<file path="src/rtl/masking_pkg.sv">
// Shared constants and index helpers for the masked AND pipeline.
package masking_pkg;

   localparam int unsigned SHARES_MIN = 2;
   localparam int unsigned SHARES_MAX = 4;
   localparam int unsigned WIDTH_MIN  = 1;
   localparam int unsigned WIDTH_MAX  = 64;

   // Fresh random bits per lane per operation: one per unordered share pair.
   function automatic int unsigned nr_of(input int unsigned shares);
      return (shares * (shares - 1)) / 2;
   endfunction

   // Lexicographic index of pair (i,j), i<j, among all pairs of `shares` shares.
   function automatic int unsigned pidx(input int unsigned i, input int unsigned j,
                                        input int unsigned shares);
      return (i * shares) - ((i * (i + 1)) / 2) + (j - i - 1);
   endfunction

endpackage

</file>
<file path="src/rtl/masked_and_pipe_lane.sv">
// One bit-lane of the masked AND: all shares, stage-1 partial products and stage-2 compression.
module masked_and_pipe_lane
   import masking_pkg::*;
#(
   parameter int unsigned SHARES = 3
) (
   input  logic                        clk,
   input  logic                        rst,
   input  logic                        ld1,
   input  logic                        ld2,
   input  logic [SHARES-1:0]           a,
   input  logic [SHARES-1:0]           b,
   input  logic [nr_of(SHARES)-1:0]    rnd,
   output logic [SHARES-1:0]           f
);

   localparam int unsigned NR = nr_of(SHARES);

   logic [SHARES-1:0] inner_d, inner_q;
   logic [NR-1:0]     xij_d, xij_q;
   logic [NR-1:0]     xji_d, xji_q;
   logic [SHARES-1:0] f_d, f_q;

   for (genvar i = 0; i < SHARES; i++) begin : g_inner
      assign inner_d[i] = a[i] & b[i];
   end

   // Cross products are refreshed before they reach a register, so no unmasked value is ever stored.
   for (genvar i = 0; i < SHARES; i++) begin : g_row
      for (genvar j = i + 1; j < SHARES; j++) begin : g_pair
         localparam int unsigned P = pidx(i, j, SHARES);
         assign xij_d[P] = (a[i] & b[j]) ^ rnd[P];
         assign xji_d[P] = (a[j] & b[i]) ^ rnd[P];
      end
   end

   always_ff @(posedge clk or posedge rst) begin
      if (rst) begin
         inner_q <= '0;
         xij_q   <= '0;
         xji_q   <= '0;
      end else if (ld1) begin
         inner_q <= inner_d;
         xij_q   <= xij_d;
         xji_q   <= xji_d;
      end
   end

   // Domain i collects its inner term plus every term whose first operand is a_i.
   for (genvar i = 0; i < SHARES; i++) begin : g_dom
      logic [SHARES-1:0] own;
      for (genvar j = 0; j < SHARES; j++) begin : g_term
         if (j == i) begin : g_diag
            assign own[j] = inner_q[i];
         end else if (j > i) begin : g_hi
            assign own[j] = xij_q[pidx(i, j, SHARES)];
         end else begin : g_lo
            assign own[j] = xji_q[pidx(j, i, SHARES)];
         end
      end
      assign f_d[i] = ^own;
   end

   always_ff @(posedge clk or posedge rst) begin
      if (rst) begin
         f_q <= '0;
      end else if (ld2) begin
         f_q <= f_d;
      end
   end

   assign f = f_q;

endmodule

</file>
<file path="src/rtl/masked_and_pipe.sv">
// Two-stage domain-oriented masked AND over WIDTH lanes with a shared valid/ready controller.
module masked_and_pipe
   import masking_pkg::*;
#(
   parameter int unsigned SHARES = 3,
   parameter int unsigned WIDTH  = 8
) (
   input  logic                              clk,
   input  logic                              rst,
   input  logic                              in_valid,
   output logic                              in_ready,
   input  logic [SHARES*WIDTH-1:0]           a,
   input  logic [SHARES*WIDTH-1:0]           b,
   input  logic [nr_of(SHARES)*WIDTH-1:0]    rnd,
   input  logic                              rnd_valid,
   output logic                              out_valid,
   input  logic                              out_ready,
   output logic [SHARES*WIDTH-1:0]           f,
   output logic                              busy
);

   localparam int unsigned NR = nr_of(SHARES);

   if ((SHARES < SHARES_MIN) || (SHARES > SHARES_MAX)) begin : g_bad_shares
      $error("masked_and_pipe: SHARES=%0d outside %0d..%0d", SHARES, SHARES_MIN, SHARES_MAX);
   end
   if ((WIDTH < WIDTH_MIN) || (WIDTH > WIDTH_MAX)) begin : g_bad_width
      $error("masked_and_pipe: WIDTH=%0d outside %0d..%0d", WIDTH, WIDTH_MIN, WIDTH_MAX);
   end

   logic s1_valid, s2_valid;
   logic s2_adv, accept, ld2;

   // Stage 2 drains into the consumer; stage 1 moves whenever stage 2 can take it.
   assign s2_adv   = !s2_valid || out_ready;
   assign in_ready = !s1_valid || s2_adv;
   assign accept   = in_valid && rnd_valid && in_ready;
   assign ld2      = s1_valid && s2_adv;

   always_ff @(posedge clk or posedge rst) begin
      if (rst) begin
         s1_valid <= 1'b0;
         s2_valid <= 1'b0;
      end else begin
         if (in_ready) s1_valid <= accept;
         if (s2_adv)   s2_valid <= s1_valid;
      end
   end

   assign out_valid = s2_valid;
   assign busy      = s1_valid | s2_valid;

   for (genvar l = 0; l < WIDTH; l++) begin : g_lane
      logic [SHARES-1:0] la, lb, lf;
      logic [NR-1:0]     lr;

      for (genvar k = 0; k < SHARES; k++) begin : g_sh
         assign la[k]           = a[k*WIDTH + l];
         assign lb[k]           = b[k*WIDTH + l];
         assign f[k*WIDTH + l]  = lf[k];
      end
      for (genvar p = 0; p < NR; p++) begin : g_rnd
         assign lr[p] = rnd[p*WIDTH + l];
      end

      masked_and_pipe_lane #(
         .SHARES (SHARES)
      ) u_lane (
         .clk (clk),
         .rst (rst),
         .ld1 (accept),
         .ld2 (ld2),
         .a   (la),
         .b   (lb),
         .rnd (lr),
         .f   (lf)
      );
   end

endmodule

</file>
<file path="config.mk">
export PLATFORM = sky130hd
export DESIGN_NAME = masked_and_pipe
export DESIGN_NICKNAME = d
export VERILOG_FILES = /design/src/rtl/masking_pkg.sv /design/src/rtl/masked_and_pipe_lane.sv /design/src/rtl/masked_and_pipe.sv
export SDC_FILE = /design/constraint.sdc
export NUM_CORES = 1
export LEC_CHECK = 0
export BUFFER_PORTS_ARGS = -buffer_cell sky130_fd_sc_hd__clkbuf_2
export CAP_MARGIN = 40
export CORE_ASPECT_RATIO = 0.5
export CORE_UTILIZATION = 40
export CTS_CLUSTER_SIZE = 8
export DETAILED_ROUTE_END_ITERATION = 10
export MAX_ROUTING_LAYER = met4
export PLACE_DENSITY_LB_ADDON = 0.08
export SLEW_MARGIN = 20
export SYNTH_ARGS = -nofsm -noshare
export SYNTH_HDL_FRONTEND = slang
export SYNTH_HIERARCHICAL = 1
export SYNTH_SLANG_ARGS = --single-unit
</file>
<file path="constraint.sdc">
create_clock -name clk -period 1.9 [get_ports clk]
set_input_delay 0.38 -clock clk [delete_from_list [all_inputs] [get_ports clk]]
set_output_delay 0.38 -clock clk [all_outputs]
set_load 0.05 [all_outputs]
</file>
### Yosys cells after proc, flatten, opt, wreduce, memory -nomap -nowiden

Index checks and enable logic that the tools add are counted.

| word-level totals | value |
|---|---|
| register bits after elaboration | 98 |
| input port bits | 77 |
| output and inout bits | 27 |
| word-level logic and storage cells | 186 |

| cells by class | value |
|---|---|
| bitwise gates (word level) | 121 |
| reduce and logical (&&, ||, !) cells | 31 |

Operator list:

| kind | count |
|---|---|
| $and 1x1->1 | 72 |
| $reduce_xor 3->1 | 24 |
| $xor 1x1->1 | 48 |
| $logic_and 1x1->1 | 3 |
| $logic_not 1->1 | 2 |
| $logic_or 1x1->1 | 2 |
| $or 1x1->1 | 1 |

### Longest topological paths before layout

Gate-level depths: netlist of run 1.

| depth | value |
|---|---|
| depth in word-level cells | 4 |
| mapped depth | 6 |

### Cells and area by module

The synthesis of run 1 kept the hierarchy.

Modules (own cells, without submodules):

| module | instances | area each (sq um) | seq. area each (sq um) | cells an instance |
|---|---|---|---|---|
| masked_and_pipe_lane | 8 | 625.6 | 300.3 | 54 |
| masked_and_pipe | 1 | 120.1 | 50.0 | 11 |

### Worst setup path after synthesis of run 1

No wires, ideal clock.

| timing | value |
|---|---|
| path type | reg-to-reg |
| start | register s2_valid, in the netlist out_valid |
| end | register g_lane[0].u_lane.f_q[0] |
| buffers on the path | 0 |
| data arrival time | 1785 ps |
| path slack | -9 ps |
| data required time | 1775 ps |
| stages on the path, launching flop included | 4 |
| cells stage by stage | dfrtp_1 -> nand2b_1 -> and2_1 -> mux2_2 |

| on the way | value |
|---|---|
| cells in the longest elaborated chain, start to end | 3 |

Ends and longest elaborated chain:

| element | line | source |
|---|---|---|
| from (decl) | masked_and_pipe.sv:31 | `logic s1_valid, s2_valid;` |
| from (signal assigned) | masked_and_pipe.sv:46 | `if (s2_adv) s2_valid <= s1_valid;` |
| $logic_not 1->1 | masked_and_pipe.sv:35 | `assign s2_adv = !s2_valid \|\| out_ready;` |
| $logic_or 1x1->1 | masked_and_pipe.sv:35 |  |
| $logic_and 1x1->1 | masked_and_pipe.sv:38 | `assign ld2 = s1_valid && s2_adv;` |
| via ld2 | masked_and_pipe.sv:32 | `logic s2_adv, accept, ld2;` |
| to (signal assigned) | masked_and_pipe_lane.sv:66 | `f_q <= '0;` |
| to (signal assigned) | masked_and_pipe_lane.sv:68 | `f_q <= f_d;` |
| to (decl) | masked_and_pipe_lane.sv:22 | `logic [SHARES-1:0] f_d, f_q;` |

The timed path passes the listed nets, and every way through them passes these cells.
A chain may end at the register's enable or synchronous reset.

### Worst setup path after layout of run 1

| timing | value |
|---|---|
| start | register s1_valid |
| end | output busy |

| on the way | value |
|---|---|
| cells in the longest elaborated chain, start to end | 1 |

Ends and longest elaborated chain:

| element | line | source |
|---|---|---|
| from (decl) | masked_and_pipe.sv:31 |  |
| from (signal assigned) | masked_and_pipe.sv:45 | `if (in_ready) s1_valid <= accept;` |
| $or 1x1->1 | masked_and_pipe.sv:51 | `assign busy = s1_valid \| s2_valid;` |
| to (decl) | masked_and_pipe.sv:19 | `output logic busy` |

No other way between the ends.

==> impl_summary.log, run 1 <==
[metrics] sum of negative setup slack: 0 ns
[metrics] RSZ-0062 raised after global routing: false
[metrics] number of iterations in the first detailed-routing pass: 4
[metrics] antenna violations before repair: 0
[metrics] power share of the clock group: 26.9%
[metrics] transition time of the tightest slew-check pin: 0.478 ns
[metrics] final worst clock skew: 0.00780 ns
[metrics] number of buffers created by CTS: 9
[metrics] Reg clk slew, reported paths: 0.06 ns
[metrics] number of setup buffers added after CTS: 0
[metrics] number of max-cap violations: 0
[metrics] number of DRC violations after detailed-routing iteration 0: 170
[metrics] leading cell type in the layout, fill and taps excluded: sky130_fd_sc_hd__clkbuf_2
[metrics] type of element launching the critical path: register
[metrics] overall global routing resource usage: 16.8%
[metrics] floorplan core area: 12200 um^2
[metrics] Avg Inst Size Synth: 11.6 um^2
[metrics] NetSw: 2.61 mW
[metrics] Cell Area, Synth: 5120 um^2
[metrics] final-layout fill cell count: 1101
[metrics] part of the cycle the worst path needs: 85.2%
[metrics] Synth Register Bits: 98
[metrics] sequential element share of the synthesized area: 47.9%
[metrics] combinational power share: 34.3%
[metrics] via density per instance: 5.02
[metrics] required time at the endpoint of the critical path: 1.52 ns
[metrics] relative contribution of sequential cells to total power: 38.9%
[metrics] final weighted congestion of routability-driven global placement: 0.742
[metrics] I/O Buffers: 103
[metrics] highest-count cells in the layout ignoring fill and taps: sky130_fd_sc_hd__clkbuf_2, sky130_fd_sc_hd__dfrtp_1
[metrics] post-placement cell area: 5840 um^2
[metrics] average wire per cell in the routed design: 14.1 um
[metrics] remaining global-route overflow: 0
[metrics] number of levels the H-tree was split into: 3
[metrics] syn nets: 520
[metrics] final standard cell count with taps included and fillers excluded: 715
[metrics] clock root buffer: sky130_fd_sc_hd__clkbuf_16
[metrics] class of the tightest hold or removal check: in2async
[metrics] Design Area, Final: 6170 um^2
[metrics] total power: 7.43 mW
[metrics] vias post-DR: 3588
[metrics] pwr/cell area: 1200 nW/um^2
[metrics] hold buffer count at cts: 0
[metrics] max-slew violation count: 0
[metrics] number of distinct library cell variants in the gate-level netlist after synthesis: 17
[metrics] final critical delay including setup and external delays: 1.62 ns
[metrics] wire length of the first global-routing pass: 16800 um
[metrics] crit path kind: reg2out
[metrics] starting density of the core: 42.2%
[metrics] post-detailed-placement half-perimeter wirelength: 7160 um
[metrics] count of boundary I/O pins: 104
[metrics] CP Data Arrival Time: 1.24 ns
[metrics] internal power: 4.82 mW
[metrics] critical path endpoint category: output pin
[metrics] peak fanout along the critical path: 4
[metrics] Routed Antenna Nets: 0
[metrics] relative slew slack: 68.1%
[metrics] later-pin clock latency in the skew report: 0.34 ns
[metrics] area growth from synthesis to final layout: 20.4%
[metrics] largest net degree at the start of global routing: 73
[metrics] number of resized instances in the post-cts repair step: 0
[metrics] top achievable clock speed: 618 MHz
[metrics] clock tree from TritonCTS: yes
[metrics] yosys warns: 6
[metrics] number of hold violations in the final report: 0
[metrics] FF+latch area: 2450 um^2
[metrics] total setup violations reported at the end of the flow: 0
[metrics] via count of the first global-routing pass: 3421
[metrics] maximum VDD drop: 0.000659 V
[metrics] Leak Pwr: 2.94 nW
[metrics] detailed-route wire length: 10100 um
[metrics] row cnt: 28
[metrics] Post-route DRC: 0
[metrics] switching portion of total power: 35.1%
[metrics] antenna diode count: 0
[metrics] area occupied by multi-input gates: 2470 um^2
[metrics] chip width: 162 um
[metrics] total placed cells including tap cells: 700
[metrics] Syn Inst Count: 443
[metrics] area of the die: 13300 um^2
[metrics] y dimension of the die: 82.0 um
[metrics] sink count of the clock tree: 98
[metrics] share of layout cells above drive strength 1: 36.0%
[metrics] number of nets at the end of the flow: 623
[metrics] outcome: finished, final reports clean
[metrics] maximum buffer depth of the clock tree: 2
layout make-up:
class	instances	area share, %
clock inverters	4	1.22
clock buffers	11	4.10
repair buffers	108	9.57
flip-flops and latches	98	39.7
well taps	165	3.35
multi-input cells	296	40.0
inverters	33	2.01
path summary, 6_finish.rpt:
| path | startpoint | end | slack [ns] | cells past startpoint |
|---|---|---|---|---|
| setup / recovery | s1_valid$_DFFE_PP0P_ | busy | 0.28 | 2 |
| hold / removal | rst | s1_valid$_DFFE_PP0P_ | 0.08 | 2 |
| setup reg to reg | out_valid$_DFFE_PP0N_ | g_lane[0].u_lane/f[2]$_DFFE_PP0P_ | 0.46 | 4 |
| hold reg to reg | g_lane[6].u_lane/f[1]$_DFFE_PP0P_ | g_lane[6].u_lane/f[1]$_DFFE_PP0P_ | 0.51 | 1 |
| max in group asynchronous | rst | g_lane[2].u_lane/f[2]$_DFFE_PP0P_ | 1.32 | 2 |
| min in group clk | rnd_valid | s1_valid$_DFFE_PP0P_ | 0.31 | 3 |
Yosys cell counts:
| cell | instances | share of area (%) |
|---|---|---|
| sky130_fd_sc_hd__and2_1 | 1 | 0.12 |
| sky130_fd_sc_hd__nor2_1 | 48 | 3.5 |
| sky130_fd_sc_hd__a21bo_2 | 48 | 9.4 |
| sky130_fd_sc_hd__mux2_2 | 24 | 5.3 |
| sky130_fd_sc_hd__nand3_1 | 24 | 2.3 |
| sky130_fd_sc_hd__nand3b_4 | 1 | 0.39 |
| sky130_fd_sc_hd__buf_2 | 16 | 1.6 |
| sky130_fd_sc_hd__o21ai_0 | 24 | 2.3 |
| sky130_fd_sc_hd__xor3_1 | 24 | 11 |
| sky130_fd_sc_hd__nand2_1 | 2 | 0.15 |
| sky130_fd_sc_hd__nand2b_1 | 2 | 0.24 |
| sky130_fd_sc_hd__dfrtp_1 | 98 | 48 |
| sky130_fd_sc_hd__a31oi_1 | 48 | 5.9 |
| sky130_fd_sc_hd__inv_1 | 33 | 2.4 |
| sky130_fd_sc_hd__nor2b_4 | 1 | 0.27 |
| sky130_fd_sc_hd__or2_1 | 1 | 0.12 |
| sky130_fd_sc_hd__nand3b_1 | 48 | 7.0 |
through the flow:
stage                     utilization [%]  hold WS, ns  setup WS, ns
final                                50.8       0.0820         0.281
after global routing                 50.8       0.0897         0.236
after CTS                            50.8       0.0753         0.262
after detailed placement             48.1        0.441         0.370
after global placement               48.1        0.437         0.412
after floorplan                         -        0.121         0.159
sequential cells by signal, indices dropped and copies added, names as in the netlist:
name / cells
g_lane.u_lane/xij_q: 24
s1_valid: 1
out_valid: 1
g_lane.u_lane/f: 24
g_lane.u_lane/xji_q: 24
g_lane.u_lane/inner_q: 24
power by group through the flow:
| stage | clock, mW | combinational [mW] | sequential [mW] |
|---|---|---|---|
| floorplan | 0 | 1.05 | 3.79 |
| global placement | 0 | 2.55 | 2.93 |
| detailed placement | 0 | 2.57 | 2.93 |
| CTS | 2.07 | 2.58 | 2.90 |
| global route | 2.15 | 2.73 | 2.96 |
| finish | 2.00 | 2.55 | 2.89 |
critical path, cell delays in order, from the launching register on:
cell	delay, ns
sky130_fd_sc_hd__dfrtp_1	0.43
sky130_fd_sc_hd__or2_1	0.24
sky130_fd_sc_hd__clkbuf_2	0.23
cells by family after synthesis:
kind of cell / synth area share, %
AOI/OAI and AO/OA: 17.6
xor gates and xnor gates: 11.1
buffers and inverters: 3.98
DFF: 47.9
muxes: 5.27
and+or+nand+nor: 14.2
routing by layer:
metal | vias to the layer above | track usage (%) | wire (um)
met5 | - | - | 0
met1 | 1724 | 22.1 | 5140
met2 | 61 | 26.0 | 4500
li1 | 1794 | - | -
met3 | 9 | 4.14 | 381
met4 | 0 | 4.53 | 85
No activity file was read; power rests on OpenSTA's default activity.
==> run 2, diff against run 1 <==
SYNTH_HIERARCHICAL = not set   (was 1)
==> run 2 against run 1 <==
- clock power hardly changed
- worst hold slack lost 0.068 ns
- register-to-register slack worse by 0.22 ns
- utilization shrank 0.30 points
- die area fell by 0.55%
- sequential power grew 4%
- synthesized cell count down 8.4%
- sequential share of layout area rose by 0.35 points
- flip-flop and latch count is the same
- count of clock-buffer cells in the layout decreased by 1
- largest power group unchanged
==> impl_summary.log, run 2 <==
[metrics] outcome: finished, final reports clean (unchanged)
[metrics] RSZ-0062 raised after global routing: false (unchanged)
[metrics] maximum buffer depth of the clock tree: 2 (unchanged)
[metrics] number of synthesized flops with an enable pin: 0 (unchanged)
[metrics] Synth Register Bits: 98 (unchanged)
[metrics] number of DRC violations after detailed-routing iteration 0: 109 (was 170)
[metrics] type of element launching the critical path: register (unchanged)
[metrics] final weighted congestion of routability-driven global placement: 0.762 (was 0.742)
[metrics] top achievable clock speed: 583 MHz (was 618 MHz)
[metrics] Leak Pwr: 2.82 nW (was 2.94 nW)
[metrics] number of levels the H-tree was split into: 3 (unchanged)
[metrics] y dimension of the die: 81.8 um (was 82.0 um)
[metrics] total setup violations reported at the end of the flow: 0 (unchanged)
[metrics] Avg Inst Size Synth: 12.6 um^2 (was 11.6 um^2)
[metrics] count of boundary I/O pins: 104 (unchanged)
[metrics] vias post-DR: 3032 (was 3588)
[metrics] remaining global-route overflow: 0 (unchanged)
[metrics] highest-count cells in the layout ignoring fill and taps: sky130_fd_sc_hd__clkbuf_2, sky130_fd_sc_hd__dfrtp_1, sky130_fd_sc_hd__xnor2_1 (was sky130_fd_sc_hd__clkbuf_2, sky130_fd_sc_hd__dfrtp_1)
[metrics] required time at the endpoint of the critical path: 1.52 ns (about the same)
[metrics] number of iterations in the first detailed-routing pass: 4 (unchanged)
[metrics] final critical delay including setup and external delays: 1.71 ns (was 1.62 ns)
[metrics] overall global routing resource usage: 15.0% (was 16.8%)
[metrics] worst slack at placement: 0.220 ns (was 0.370 ns)
[metrics] part of the cycle the worst path needs: 90.3% (was 85.2%)
[metrics] class of the tightest hold or removal check: in2async (unchanged)
[metrics] Async S/R FF share, synth: 100% (unchanged)
[metrics] antenna diode count: 0 (unchanged)
[metrics] crit path kind: reg2out (unchanged)
[metrics] final worst clock skew: 0.0106 ns (was 0.00780 ns)
[metrics] Detail Route met3 WL: 333 um (was 381 um)
[metrics] hold buffer count at cts: 0 (unchanged)
[metrics] I/O Buffers: 103 (unchanged)
[metrics] area growth from synthesis to final layout: 20.0% (was 20.4%)
[metrics] most frequently used cell type in the post-synthesis netlist: sky130_fd_sc_hd__dfrtp_1 (unchanged)
[metrics] maximum VDD drop: 0.000565 V (was 0.000659 V)
[metrics] syn nets: 483 (was 520)
[metrics] length in cells of the worst reg-to-reg path: 4 (unchanged)
[metrics] max-slew violation count: 0 (unchanged)
[metrics] share of layout cells above drive strength 1: 38.7% (was 36.0%)
[metrics] number of distinct library cell variants in the gate-level netlist after synthesis: 14 (was 17)
[metrics] clock tree from TritonCTS: yes (unchanged)
[metrics] Worst setup startpoint: s1_valid$_DFFE_PP0P_ (unchanged)
[metrics] yosys warns: 0 (was 6)
[metrics] Cell Area, Synth: 5100 um^2 (was 5120 um^2)
[metrics] floorplan core area: 12100 um^2 (was 12200 um^2)
[metrics] cell type with the highest aggregate area in the netlist: sky130_fd_sc_hd__dfrtp_1 (unchanged)
[metrics] pwr/cell area: 1280 nW/um^2 (was 1200 nW/um^2)
[metrics] main area contributors after synthesis: sky130_fd_sc_hd__dfrtp_1, sky130_fd_sc_hd__xnor2_1, sky130_fd_sc_hd__mux2_4, sky130_fd_sc_hd__mux2_2, sky130_fd_sc_hd__nand2_1 (was sky130_fd_sc_hd__dfrtp_1, sky130_fd_sc_hd__xor3_1, sky130_fd_sc_hd__a21bo_2, sky130_fd_sc_hd__nand3b_1, sky130_fd_sc_hd__a31oi_1)
[metrics] number of max-cap violations: 0 (unchanged)
[metrics] number of resized instances in the post-cts repair step: 0 (unchanged)
[metrics] commonest register cell after synthesis: sky130_fd_sc_hd__dfrtp_1 (unchanged)
[metrics] starting density of the core: 42.0% (was 42.2%)
[metrics] relative slew slack: 73.8% (was 68.1%)
[metrics] later-pin clock latency in the skew report: 0.34 ns (about the same)
[metrics] highest metal layer with signal wires: met4 (unchanged)
[metrics] via count of the first global-routing pass: 3079 (was 3421)
[metrics] chip width: 162 um (about the same)
[metrics] CP Data Arrival Time: 1.33 ns (was 1.24 ns)
[metrics] critical path endpoint category: output pin (unchanged)
[metrics] utilization after layout: 50.5% (was 50.8%)
[metrics] final-layout fill cell count: 1149 (was 1101)
[metrics] sink count of the clock tree: 98 (unchanged)
[metrics] number of buffers created by CTS: 9 (unchanged)
[metrics] met1 wire length: 4520 um (was 5140 um)
[metrics] area share of the largest cell type after synthesis: 48.1% (was 47.9%)
[metrics] sequential element share of the synthesized area: 48.1% (was 47.9%)
[metrics] Post-route DRC: 0 (unchanged)
[metrics] leading cell type in the layout, fill and taps excluded: sky130_fd_sc_hd__clkbuf_2 (unchanged)
[metrics] number of hold violations in the final report: 0 (unchanged)
[metrics] detailed-route wire length: 8710 um (was 10100 um)
[metrics] Routed Antenna Nets: 0 (unchanged)
[metrics] antenna violations before repair: 0 (unchanged)
[metrics] average wire per cell in the routed design: 12.7 um (was 14.1 um)
[metrics] area of the die: 13200 um^2 (was 13300 um^2)
[metrics] Syn Inst Count: 406 (was 443)
[metrics] Reg clk slew, reported paths: 0.07 ns (was 0.06 ns)
[metrics] most common library cells after synthesis: sky130_fd_sc_hd__dfrtp_1, sky130_fd_sc_hd__xnor2_1, sky130_fd_sc_hd__nand2_1 (was sky130_fd_sc_hd__dfrtp_1, sky130_fd_sc_hd__a21bo_2, sky130_fd_sc_hd__a31oi_1, sky130_fd_sc_hd__nand3b_1, sky130_fd_sc_hd__nor2_1)
[metrics] peak fanout along the critical path: 5 (was 4)
[metrics] total length of routed met2 wires: 3790 um (was 4500 um)
[metrics] clock root buffer: sky130_fd_sc_hd__clkbuf_16 (unchanged)
[metrics] row cnt: 28 (unchanged)
[metrics] sum of negative setup slack: 0 ns (unchanged)
[metrics] via density per instance: 4.43 (was 5.02)
[metrics] transition time of the tightest slew-check pin: 0.392 ns (was 0.478 ns)
[metrics] post-detailed-placement half-perimeter wirelength: 6420 um (was 7160 um)
[metrics] wire length of the first global-routing pass: 14900 um (was 16800 um)
[metrics] number of nets at the end of the flow: 593 (was 623)
[metrics] largest net degree at the start of global routing: 56 (was 73)
[metrics] startpoint of the worst register-to-register path: out_valid$_DFFE_PP0N_ (unchanged)
[metrics] post-layout worst setup margin: 0.185 ns (was 0.281 ns)
[metrics] number of setup buffers added after CTS: 0 (unchanged)
run 2: area by class of cell:
| cell class | instances | area [um^2] | share of cell area [%] |
|---|---|---|---|
| timing repair buffer | 109 | 636 | 10.4 |
| tap | 165 | 206 | 3.37 |
| clock buffer | 10 | 239 | 3.91 |
| multi-input combinational | 273 | 2400 | 39.3 |
| inverter | 25 | 97.6 | 1.60 |
| clock inverter | 5 | 85.1 | 1.39 |
| sequential | 98 | 2450 | 40.1 |
run 2: final timing paths:
check                                                               end  slack (ns)
worst max-delay path                                               busy        0.19
worst min register to register        g_lane[7].u_lane.f[2]$_DFFE_PP0P_        0.50
worst min-delay path                  g_lane[4].u_lane.f[0]$_DFFE_PP0P_        0.01
worst max register to register    g_lane[1].u_lane.xji_q[1]$_DFFE_PP0P_        0.24
min in group clk                g_lane[2].u_lane.inner_q[0]$_DFFE_PP0P_        0.29
max in group asynchronous       g_lane[7].u_lane.inner_q[2]$_DFFE_PP0P_        1.27
run 2: report_power, final:
part / switching, mW / total [mW] / internal, mW
logic: 1.63 / 2.85 / 1.21
clock network: 0.786 / 1.98 / 1.19
registers: 0.349 / 3.00 / 2.65
total: 2.77 / 7.83 / 5.06
run 2: metrics by stage:
step                cell area, um^2  std cells  hold WS, ns  total power [mW]
floorplan                      5100        406        0.502              5.28
global placement               5790        670        0.382              5.89
detailed placement             5790        670        0.379              5.93
CTS                            6120        685       0.0132              7.95
global route                   6120        685       0.0243              8.26
finish                         6120        685       0.0142              7.83
run 2: cells by family after synthesis:
logic type | count (synthesis) | synth area share [%]
flip-flops | 98 | 48.1
XOR/XNOR | 96 | 16.5
multiplexers | 96 | 24.0
AND/OR/NAND/NOR | 80 | 6.29
buffers and inverters | 35 | 4.91
AO/OA/AOI/OAI | 1 | 0.172
run 2: per-layer routing:
metal  up-vias  track usage, %
li1       1519               -
met1      1452            20.4
met2        53            22.3
met3         8            3.99
met4         0            3.68
met5         -               -
run 2: worst max-delay path, cell delays in order (launching register included):
cell,delay [ns]
sky130_fd_sc_hd__dfrtp_1,0.45
sky130_fd_sc_hd__or2_2,0.31
sky130_fd_sc_hd__clkbuf_2,0.23
